File: src/rtl/babbage_pkg.sv
// Shared definitions for the babbage difference-engine blocks (forward and
// inverse): FSM state encoding and default polynomial coefficients.
package babbage_pkg;

  typedef enum logic [1:0] {
    ST_IDLE   = 2'b00,
    ST_SEARCH = 2'b01,
    ST_DONE   = 2'b10
  } state_t;

  // f(n) = 2n^2 + 3n + 5 with these defaults
  localparam int F0_DEF = 5;
  localparam int G0_DEF = 5;
  localparam int D_DEF  = 4;

endpackage

File: src/rtl/babbage_step.sv
// One finite-difference step: f_next = f + g, g_next = g + D.
// Purely combinational; shared with the forward engine.
module babbage_step #(
  parameter int AW = 17,
  parameter int D  = 4
) (
  input  logic [AW-1:0] f_i,
  input  logic [AW-1:0] g_i,
  output logic [AW-1:0] f_o,
  output logic [AW-1:0] g_o
);

  assign f_o = f_i + g_i;
  assign g_o = g_i + AW'(D);

endmodule

File: src/rtl/babbage_inverse.sv
// babbage_inverse: finds the smallest n with f(n) >= target by walking the
// difference recurrence one step per clock.
// Optional macro BABBAGE_INVERSE_ABORT_EN adds an abort input that cancels a
// search in progress while keeping the last completed result.
module babbage_inverse
  import babbage_pkg::*;
#(
  parameter int N  = 4,
  parameter int W  = 2**N,
  parameter int F0 = F0_DEF,
  parameter int G0 = G0_DEF,
  parameter int D  = D_DEF
) (
  input  logic         clk,
  input  logic         reset,
  input  logic         start,
  input  logic [W-1:0] target,
`ifdef BABBAGE_INVERSE_ABORT_EN
  input  logic         abort,
`endif
  output logic         ready,
  output logic         done_tick,
  output logic [N-1:0] n,
  output logic [W-1:0] fn,
  output logic         exact,
  output logic         overflow
);

  localparam logic [N-1:0] CNT_MAX = {N{1'b1}};

  state_t       state_q, state_d;
  // f/g carry one extra bit so a value past any W-bit target still compares high
  logic [W:0]   f_q, f_d, g_q, g_d, f_nx, g_nx;
  logic [N-1:0] cnt_q, cnt_d;
  logic [W-1:0] tgt_q, tgt_d, fn_q, fn_d;
  logic         exact_q, exact_d, ovf_q, ovf_d;
  logic         abort_w;
  logic         hit;

`ifdef BABBAGE_INVERSE_ABORT_EN
  // separate result index so an aborted search leaves the last answer intact
  logic [N-1:0] nres_q, nres_d;
  assign abort_w = abort;
  assign n       = nres_q;
`else
  assign abort_w = 1'b0;
  assign n       = cnt_q;
`endif

  babbage_step #(.AW(W+1), .D(D)) u_step (
    .f_i (f_q),
    .g_i (g_q),
    .f_o (f_nx),
    .g_o (g_nx)
  );

  assign hit       = (f_q >= {1'b0, tgt_q});
  assign ready     = (state_q == ST_IDLE);
  assign done_tick = (state_q == ST_DONE);
  assign fn        = fn_q;
  assign exact     = exact_q;
  assign overflow  = ovf_q;

  // next-state and datapath update for the search FSM
  always_comb begin
    state_d = state_q;
    f_d     = f_q;
    g_d     = g_q;
    cnt_d   = cnt_q;
    tgt_d   = tgt_q;
    fn_d    = fn_q;
    exact_d = exact_q;
    ovf_d   = ovf_q;
`ifdef BABBAGE_INVERSE_ABORT_EN
    nres_d  = nres_q;
`endif
    case (state_q)
      ST_IDLE: begin
        if (start) begin
          tgt_d   = target;
          f_d     = (W+1)'(F0);
          g_d     = (W+1)'(G0);
          cnt_d   = '0;
`ifndef BABBAGE_INVERSE_ABORT_EN
          exact_d = 1'b0;
          ovf_d   = 1'b0;
`endif
          state_d = ST_SEARCH;
        end
      end
      ST_SEARCH: begin
        if (abort_w) begin
          state_d = ST_IDLE;
        end else if (hit || (cnt_q == CNT_MAX)) begin
          state_d = ST_DONE;
          fn_d    = f_q[W-1:0];
          exact_d = hit && (f_q == {1'b0, tgt_q});
          ovf_d   = !hit;
`ifdef BABBAGE_INVERSE_ABORT_EN
          nres_d  = cnt_q;
`endif
        end else begin
          f_d   = f_nx;
          g_d   = g_nx;
          cnt_d = cnt_q + N'(1);
        end
      end
      ST_DONE:  state_d = ST_IDLE;
      default:  state_d = ST_IDLE;
    endcase
  end

  // state and datapath registers, async active-high reset
  always_ff @(posedge clk or posedge reset) begin
    if (reset) begin
      state_q <= ST_IDLE;
      f_q     <= '0;
      g_q     <= '0;
      cnt_q   <= '0;
      tgt_q   <= '0;
      fn_q    <= '0;
      exact_q <= 1'b0;
      ovf_q   <= 1'b0;
`ifdef BABBAGE_INVERSE_ABORT_EN
      nres_q  <= '0;
`endif
    end else begin
      state_q <= state_d;
      f_q     <= f_d;
      g_q     <= g_d;
      cnt_q   <= cnt_d;
      tgt_q   <= tgt_d;
      fn_q    <= fn_d;
      exact_q <= exact_d;
      ovf_q   <= ovf_d;
`ifdef BABBAGE_INVERSE_ABORT_EN
      nres_q  <= nres_d;
`endif
    end
  end

endmodule

File: config.mk
export PLATFORM = sky130hd
export DESIGN_NAME = babbage_inverse
export DESIGN_NICKNAME = d
export VERILOG_FILES = /design/src/rtl/babbage_pkg.sv /design/src/rtl/babbage_step.sv /design/src/rtl/babbage_inverse.sv
export SDC_FILE = /design/constraint.sdc
export NUM_CORES = 1
export LEC_CHECK = 0
export ABC_AREA = 1
export CAP_MARGIN = 20
export CORE_MARGIN = 4
export CORE_UTILIZATION = 40
export CTS_BUF_LIST = sky130_fd_sc_hd__clkbuf_8
export CTS_CLUSTER_SIZE = 40
export DETAILED_ROUTE_END_ITERATION = 6
export HOLD_SLACK_MARGIN = 0.02
export PLACE_DENSITY = 0.66
export SLEW_MARGIN = 10
export SYNTH_ARGS = -nofsm -noshare
export SYNTH_HDL_FRONTEND = slang
export SYNTH_SLANG_ARGS = --single-unit
File: constraint.sdc
create_clock -name clk -period 2.1 [get_ports clk]
set_input_delay 0.315 -clock clk [delete_from_list [all_inputs] [get_ports clk]]
set_output_delay 0.315 -clock clk [all_outputs]
set_load 0.02 [all_outputs]
* After elaboration in Yosys (flattened, before gate mapping)
Cells that the tools add are included.
** Storage, ports and cells
- Register bits :: 74
- Input bits :: 19
- Output and inout port bits :: 24
- Logic and storage cells :: 45
** Operators by class
- Add/sub/neg operators :: 3
- Order comparisons :: 1
- Eq/ne operators :: 7
- Muxes and demuxes :: 16
- Reductions and logical operators :: 10
** Operator list (count)
- one-hot mux 17 bit (2 select lines) :: 2
- 2-to-1 mux 17 bit :: 3
- adder 17 bit :: 1
- adder 17 x 3 -> 17 bit (second input constant) :: 1
- == test 17 x 16 -> 1 bit :: 1
- >= comparator 17 x 16 -> 1 bit :: 1
- 2-to-1 mux 4 bit :: 2
- one-hot mux 4 bit (2 select lines) :: 1
- inequality test 2 bit (second input constant) :: 3
- AND reduction 2 bit :: 3
- AND reduction 3 bit :: 2
- adder 4 x 1 -> 4 bit (second input constant) :: 1
- == test 4 bit (second input constant) :: 1
- 2-to-1 mux 2 bit :: 2
- one-hot mux 1 bit (2 select lines) :: 2
- one-hot mux 2 bit (2 select lines) :: 1
- 2-to-1 mux 1 bit :: 3
- == test 2 x 1 -> 1 bit (second input constant) :: 1
- == test 2 bit (second input constant) :: 1
- zero test 2 bit :: 1
- nonzero test 2 bit :: 1
- logical AND 1 bit :: 1
- zero test 1 bit :: 1
- logical OR 1 bit :: 1

* Logic depth before layout (Yosys ltp)
Gate-level depths: netlist of run 1.
- Depth in word-level cells :: 4
- Depth in mapped cells :: 15
- Gate-level depth less buffers :: 14

* Modules after synthesis
From an unflattened synthesis of run 1, not the netlist that was laid out.
** Second synthesis, totals
- Cell total of the unflattened synthesis :: 723
- Area total of the unflattened synthesis :: 5006.1 µm²
** By module, submodules not included
- babbage_inverse :: times used 1, cells an instance 470, area each 3679.8 µm², seq. area each 1851.8 µm²
- babbage_step :: times used 1, cells an instance 253, area each 1326.3 µm², seq. area each 0.0 µm²

* Least setup slack after synthesis of run 1
OpenSTA, ideal clock, no wires.
- Path kind :: register to register
- From :: register f_q[4]
- To :: register cnt_q[0] (netlist: n[0])
- Setup time :: 118 ps
- Arrival :: 1701 ps
- Data required time :: 1982 ps
- Path slack :: 281 ps
- Cell stages (with the launch flop) :: 11
- Path buffers :: 1
- Period minus slack after synthesis :: 1819 ps
- Path through :: dfrtp_1 ha_1 nand2_1 nor2_1 nand3_1 or2_1 nand4_4 inv_2 buf_4 nand3b_1 nand2_1
** Between the ends
- Longest elaborated chain between the ends :: 4
** Ends and longest elaborated chain
- start: declaration :: line babbage_inverse.sv:33 : logic [W:0] f_q, f_d, g_q, g_d, f_nx, g_nx;
- start signal: assignment :: line babbage_inverse.sv:117 : f_q <= '0;
- start signal: assignment :: line babbage_inverse.sv:129 : f_q <= f_d;
- >= comparator 17 x 16 -> 1 bit :: line babbage_inverse.sv:57 : assign hit = (f_q >= {1'b0, tgt_q});
- logical OR 1 bit :: line babbage_inverse.sv:94 : end else if (hit || (cnt_q == CNT_MAX)) begin
- inequality test 2 bit (no line)
- AND reduction 3 bit (no line)
- end signal: assignment :: line babbage_inverse.sv:131 : cnt_q <= cnt_d;
- end: declaration :: line babbage_inverse.sv:34 : logic [N-1:0] cnt_q, cnt_d;
No other way between the ends.
A chain may end at the register's enable or synchronous reset.

* Worst setup path after layout of run 1
- From :: register f_q[15]
- To :: register f_q[4]
** Between the ends
- Longest elaborated chain between the ends :: 4
** Ends and longest elaborated chain (line)
- >= comparator 17 x 16 -> 1 bit :: babbage_inverse.sv:57
- logical OR 1 bit :: babbage_inverse.sv:94
- inequality test 2 bit (no line)
- AND reduction 3 bit (no line)
No other way between the ends.

==> flow_metrics.env, run 1 <==
export IMPL_rr_startpoint="f_q[15]$_DFFE_PP0P_"
export IMPL_grt_overflow_total=0
export IMPL_path_clk_slew_ns=0.08
export IMPL_worstPathRequired_ns=2.34
export IMPL_reg2reg_to="f_q[4]$_DFFE_PP0P_"
export IMPL_timing_critical_path_fanout_max=7
export IMPL_areaGrowthSynthToFinish_pct=27.7
export IMPL_firstDrtPassIters=5
export IMPL_tritoncts_num_sinks=73
export IMPL_yosys_area_share_xor_xnor_pct=3.33
export IMPL_floorplan_core_area_um2=11500
export IMPL_cellPowerDensity_nw_per_um2=1610
export IMPL_timing_critical_path_from_type="flip-flop"
export IMPL_floorplan_initialDensity_pct=41.1
export IMPL_maxCapViolCount=0
export IMPL_comb_power_share_pct=61.7
export IMPL_post_dp_hpwl_um=9370
export IMPL_p_leak_nw=3.21
export IMPL_tritoncts_clock_tree="yes"
export IMPL_detailedRoute_firstIterationViolations=344
export IMPL_remaining_drc_errors=0
export IMPL_finalWirelength_um=12900
export IMPL_detail_route_antenna_nets=0
export IMPL_post_synth_mux_area_share_pct=0.238
export IMPL_final_setup_viol_count=0
export IMPL_seq_power_share_pct=25.2
export IMPL_cell_internal_pwr_mw=5.31
export IMPL_skew_ns=0.0101
export IMPL_synthTopCellsByArea="sky130_fd_sc_hd__dfrtp_1 39%, sky130_fd_sc_hd__nand2_1 16%, sky130_fd_sc_hd__nand3_1 9.4%, sky130_fd_sc_hd__ha_1 9.0%, sky130_fd_sc_hd__inv_1 6.4%"
export IMPL_post_route_period_util_pct=96.7
export IMPL_vias=4431
export IMPL_synth_top_cell_area_share_pct=38.6
export IMPL_design_die_area_um2=13600
export IMPL_die_h_um=117
export IMPL_cell_at_the_root_of_the_clock_tree="sky130_fd_sc_hd__clkbuf_8"
export IMPL_fin_nets=771
export IMPL_worst_slew_margin_rel_pct=73.9
export IMPL_worst_setup_path_end_kind="flip-flop"
export IMPL_detailedPlace_worstSlack_ns=-0.000389
export IMPL_synthCells=651
export IMPL_ir_worst_vdd_mv=0.858
export IMPL_gr_usage_all_layers_pct=19.3
export IMPL_achievable_frequency_mhz=493
export IMPL_antennaDiodeCount=0
export IMPL_sequential_element_share_of_the_synthesized_area_pct=38.6
export IMPL_finalHoldViolations=0
export IMPL_tritoncts_num_buffers=9
export IMPL_slew_viol_final=0
export IMPL_floorplan_die_width_um=117
export IMPL_synth_largest_area_cell="sky130_fd_sc_hd__dfrtp_1"
export IMPL_post_dp_cell_area_um2=5510
export IMPL_setup_worst_path_class="flip-flop to flip-flop"
export IMPL_rsz0062_at_grt="true"
export IMPL_fin_setup_tns_ns=0
export IMPL_initial_antenna_violation_count=0
export IMPL_worst_skew_pair_late_latency_ns=0.36
export IMPL_detail_route_vias_per_cell=5.12
export IMPL_power_switching_fraction_pct=45.6
export IMPL_netSwitchingPower_mw=4.45
export IMPL_synth_distinct_cells=34
export IMPL_result_of_the_run="completed"
export IMPL_clock_share_of_power_pct=13.1
export IMPL_worst_r2r_setup_slack_ns=0.07
export IMPL_post_route_util_pct=52.5
export IMPL_grt_pass1_wl_um=20600
export IMPL_port_buffers=42
export IMPL_syn_area_per_cell_um2=7.27
export IMPL_final_min_clock_period_ns=2.03
export IMPL_io_pin_count=43
export IMPL_hold_class="input pin to async pin"
export IMPL_final_layout_size_suffix_gt1_share_pct=13.4
export IMPL_grt_max_degree=35
export IMPL_wire_per_inst_um=14.9
export IMPL_ys_ff_latch=73
export IMPL_level_count_of_the_clock_h_tree=3
export IMPL_postLayoutSetupSlackWorst_ns=0.0699
export IMPL_cts_buffer_depth=2
export IMPL_syn_nets=704
export IMPL_globalplace_congestion=0.920
export IMPL_postLayoutCellArea_um2=6040
export IMPL_yosys_warnings=0
export IMPL_timing_critical_path_arrival_ns=2.27
export IMPL_rows=39
export IMPL_synth_compound_area_share_pct=3.99
export IMPL_combinational_family_with_the_most_area_after_synthesis="simple AND/OR/NAND/NOR gates"
export IMPL_vias_in_the_first_global_route=4292
export IMPL_timing_worst_slew_pin_value_ns=0.392
export IMPL_worst_r2r_path_depth=10
export IMPL_synthSimpleGateAreaFrac_pct=35.8
export IMPL_synth_area_um2=4730
export IMPL_synth_adder_area_share_pct=8.99
==> power groups by stage <==
| stage | logic [mW] | registers [mW] | clock network [mW] |
|---|---|---|---|
| floorplan | 3.21 | 2.57 | 0 |
| finish | 6.02 | 2.45 | 1.28 |
| CTS | 5.18 | 2.44 | 1.32 |
| global placement | 5.07 | 2.45 | 0 |
| detailed placement | 5.14 | 2.46 | 0 |
| global route | 6.66 | 2.53 | 1.38 |
==> logic make-up (layout without fill, tap and decap cells) <==
logic type / Yosys count / after routing
buffers and inverters: 104 / 176
XOR/XNOR: 18 / 18
adder cells (fa/ha/maj): 34 / 34
AO/OA/AOI/OAI: 37 / 37
flip-flops: 73 / 73
multiplexers: 1 / 1
AND/OR/NAND/NOR: 384 / 384
==> cell usage after synthesis (all sizes together) <==
cell type / count
nand2: 208
nand3: 89
inv: 84
dfrtp: 73
nor2: 49
ha: 34
a21oi: 30
nand3b: 15
buf: 13
xor2: 13
nor3: 9
clkbuf: 7
nand4: 7
o21ai: 5
xnor2: 5
and2: 3
or2: 2
a21o: 1
and3: 1
mux2: 1
nor4: 1
o22ai: 1
==> how the worst max path moves through the flow <==
stage	from	endpoint	slack (ns)	depth (start not counted)
final	f_q[15]$_DFFE_PP0P_	f_q[4]$_DFFE_PP0P_	0.07	10
after global routing	f_q[12]$_DFFE_PP0P_	f_q[4]$_DFFE_PP0P_	-0.05	13
after detailed placement	f_q[8]$_DFFE_PP0P_	fn[1]$_DFFE_PP0P_	-0.0004	10
after CTS	f_q[8]$_DFFE_PP0P_	fn[1]$_DFFE_PP0P_	0.03	10
after global placement	f_q[8]$_DFFE_PP0P_	fn[1]$_DFFE_PP0P_	0.08	10
after floorplan	f_q[4]$_DFFE_PP0P_	n[0]$_DFFE_PP0P_	0.28	10
==> layout by cell type (no fill, tap or decap), types with 2 or more instances in the layout <==
cell type                         netlist  routed
sky130_fd_sc_hd__ha_1                  34      26
sky130_fd_sc_hd__ha_2                   0       2
sky130_fd_sc_hd__ha_4                   0       6
sky130_fd_sc_hd__clkbuf_16              0       4
sky130_fd_sc_hd__inv_2                  2       3
sky130_fd_sc_hd__xor2_1                13      13
sky130_fd_sc_hd__clkdlybuf4s50_1        0      42
sky130_fd_sc_hd__bufinv_16              0       2
sky130_fd_sc_hd__clkbuf_8               0      11
sky130_fd_sc_hd__nand2_2                1      13
sky130_fd_sc_hd__buf_12                 0       5
sky130_fd_sc_hd__nor3_1                 9       7
sky130_fd_sc_hd__a21oi_1               30      26
sky130_fd_sc_hd__nand3b_1              15      15
sky130_fd_sc_hd__nand4_4                1       2
sky130_fd_sc_hd__nand3_1               89      89
sky130_fd_sc_hd__clkinvlp_4             0       2
sky130_fd_sc_hd__dfrtp_1               73      73
sky130_fd_sc_hd__nor2_1                46      41
sky130_fd_sc_hd__xnor2_1                5       5
sky130_fd_sc_hd__inv_1                 81      78
sky130_fd_sc_hd__o21ai_0                4       4
sky130_fd_sc_hd__nand4_1                5       5
sky130_fd_sc_hd__nor2_2                 3       6
sky130_fd_sc_hd__nand2_1              206     194
sky130_fd_sc_hd__and2_1                 3       3
sky130_fd_sc_hd__a21oi_2                0       4
sky130_fd_sc_hd__clkinv_2               0       2
sky130_fd_sc_hd__nor2_4                 0       2
sky130_fd_sc_hd__buf_4                  4      24
==> sequential cells by signal, indices dropped and copies added (netlist names) <==
register  count
f_q          17
fn           16
g_q          16
tgt_q        16
n             4
state_q       2
exact         1
overflow      1
==> per-layer routing <==
| layer | up-vias | GRT usage, % | part of all wire [%] |
|---|---|---|---|
| met5 | - | 0 | 0 |
| met4 | 0 | 6.27 | 2.3 |
| met3 | 32 | 3.99 | 5.5 |
| met2 | 121 | 31.3 | 47 |
| met1 | 2064 | 25.8 | 45 |
| li1 | 2214 | - | - |
==> area by class of cell <==
type	instances	area (um^2)
multi-input cells	474	2660
clock buffers	11	151
flip-flops and latches	73	1830
well taps	143	179
repair buffers	76	816
inverters	84	329
fillers	1107	5480
clock inverters	5	77.6
==> repair_timing <==
item                       4_1_cts  5_1_grt
hold buffers                     0        0
cloned                           0        4
gates resized for setup          1       42
setup endpoints to repair        5       50
buffers inserted                 0        1
pin swaps                        0       12
==> worst max-delay path, cell delays in order (launching register included) <==
cell	delay (ns)
sky130_fd_sc_hd__dfrtp_1	0.43
sky130_fd_sc_hd__ha_4	0.31
sky130_fd_sc_hd__nand2_2	0.08
sky130_fd_sc_hd__nor2_2	0.14
sky130_fd_sc_hd__nand2_1	0.07
sky130_fd_sc_hd__or2_4	0.26
sky130_fd_sc_hd__nand4_4	0.16
sky130_fd_sc_hd__clkinv_4	0.13
sky130_fd_sc_hd__buf_12	0.16
sky130_fd_sc_hd__nand3b_1	0.10
sky130_fd_sc_hd__nand2_1	0.09
==> per-stage QoR <==
stage          std cells  total power [mW]  hold WS (ns)
2_1_floorplan        651              5.79         0.439
3_3_place_gp         845              7.51         0.456
3_5_place_dp         845              7.60         0.466
4_1_cts              861              8.93         0.216
5_1_grt              866              10.6         0.231
6_report             866              9.76         0.219
Note: power is estimated with default switching activity, not from simulation.
==> run 2: changes to the inputs <==
--- a/config.mk
+++ b/config.mk
@@ -6,7 +6,6 @@
 export NUM_CORES = 1
 export LEC_CHECK = 0
 export ABC_AREA = 1
-export CAP_MARGIN = 20
 export CORE_MARGIN = 4
 export CORE_UTILIZATION = 40
 export CTS_BUF_LIST = sky130_fd_sc_hd__clkbuf_8
==> results of run 2 <==
Same layout as run 1: the final DEF is identical, and so are final timing and power.
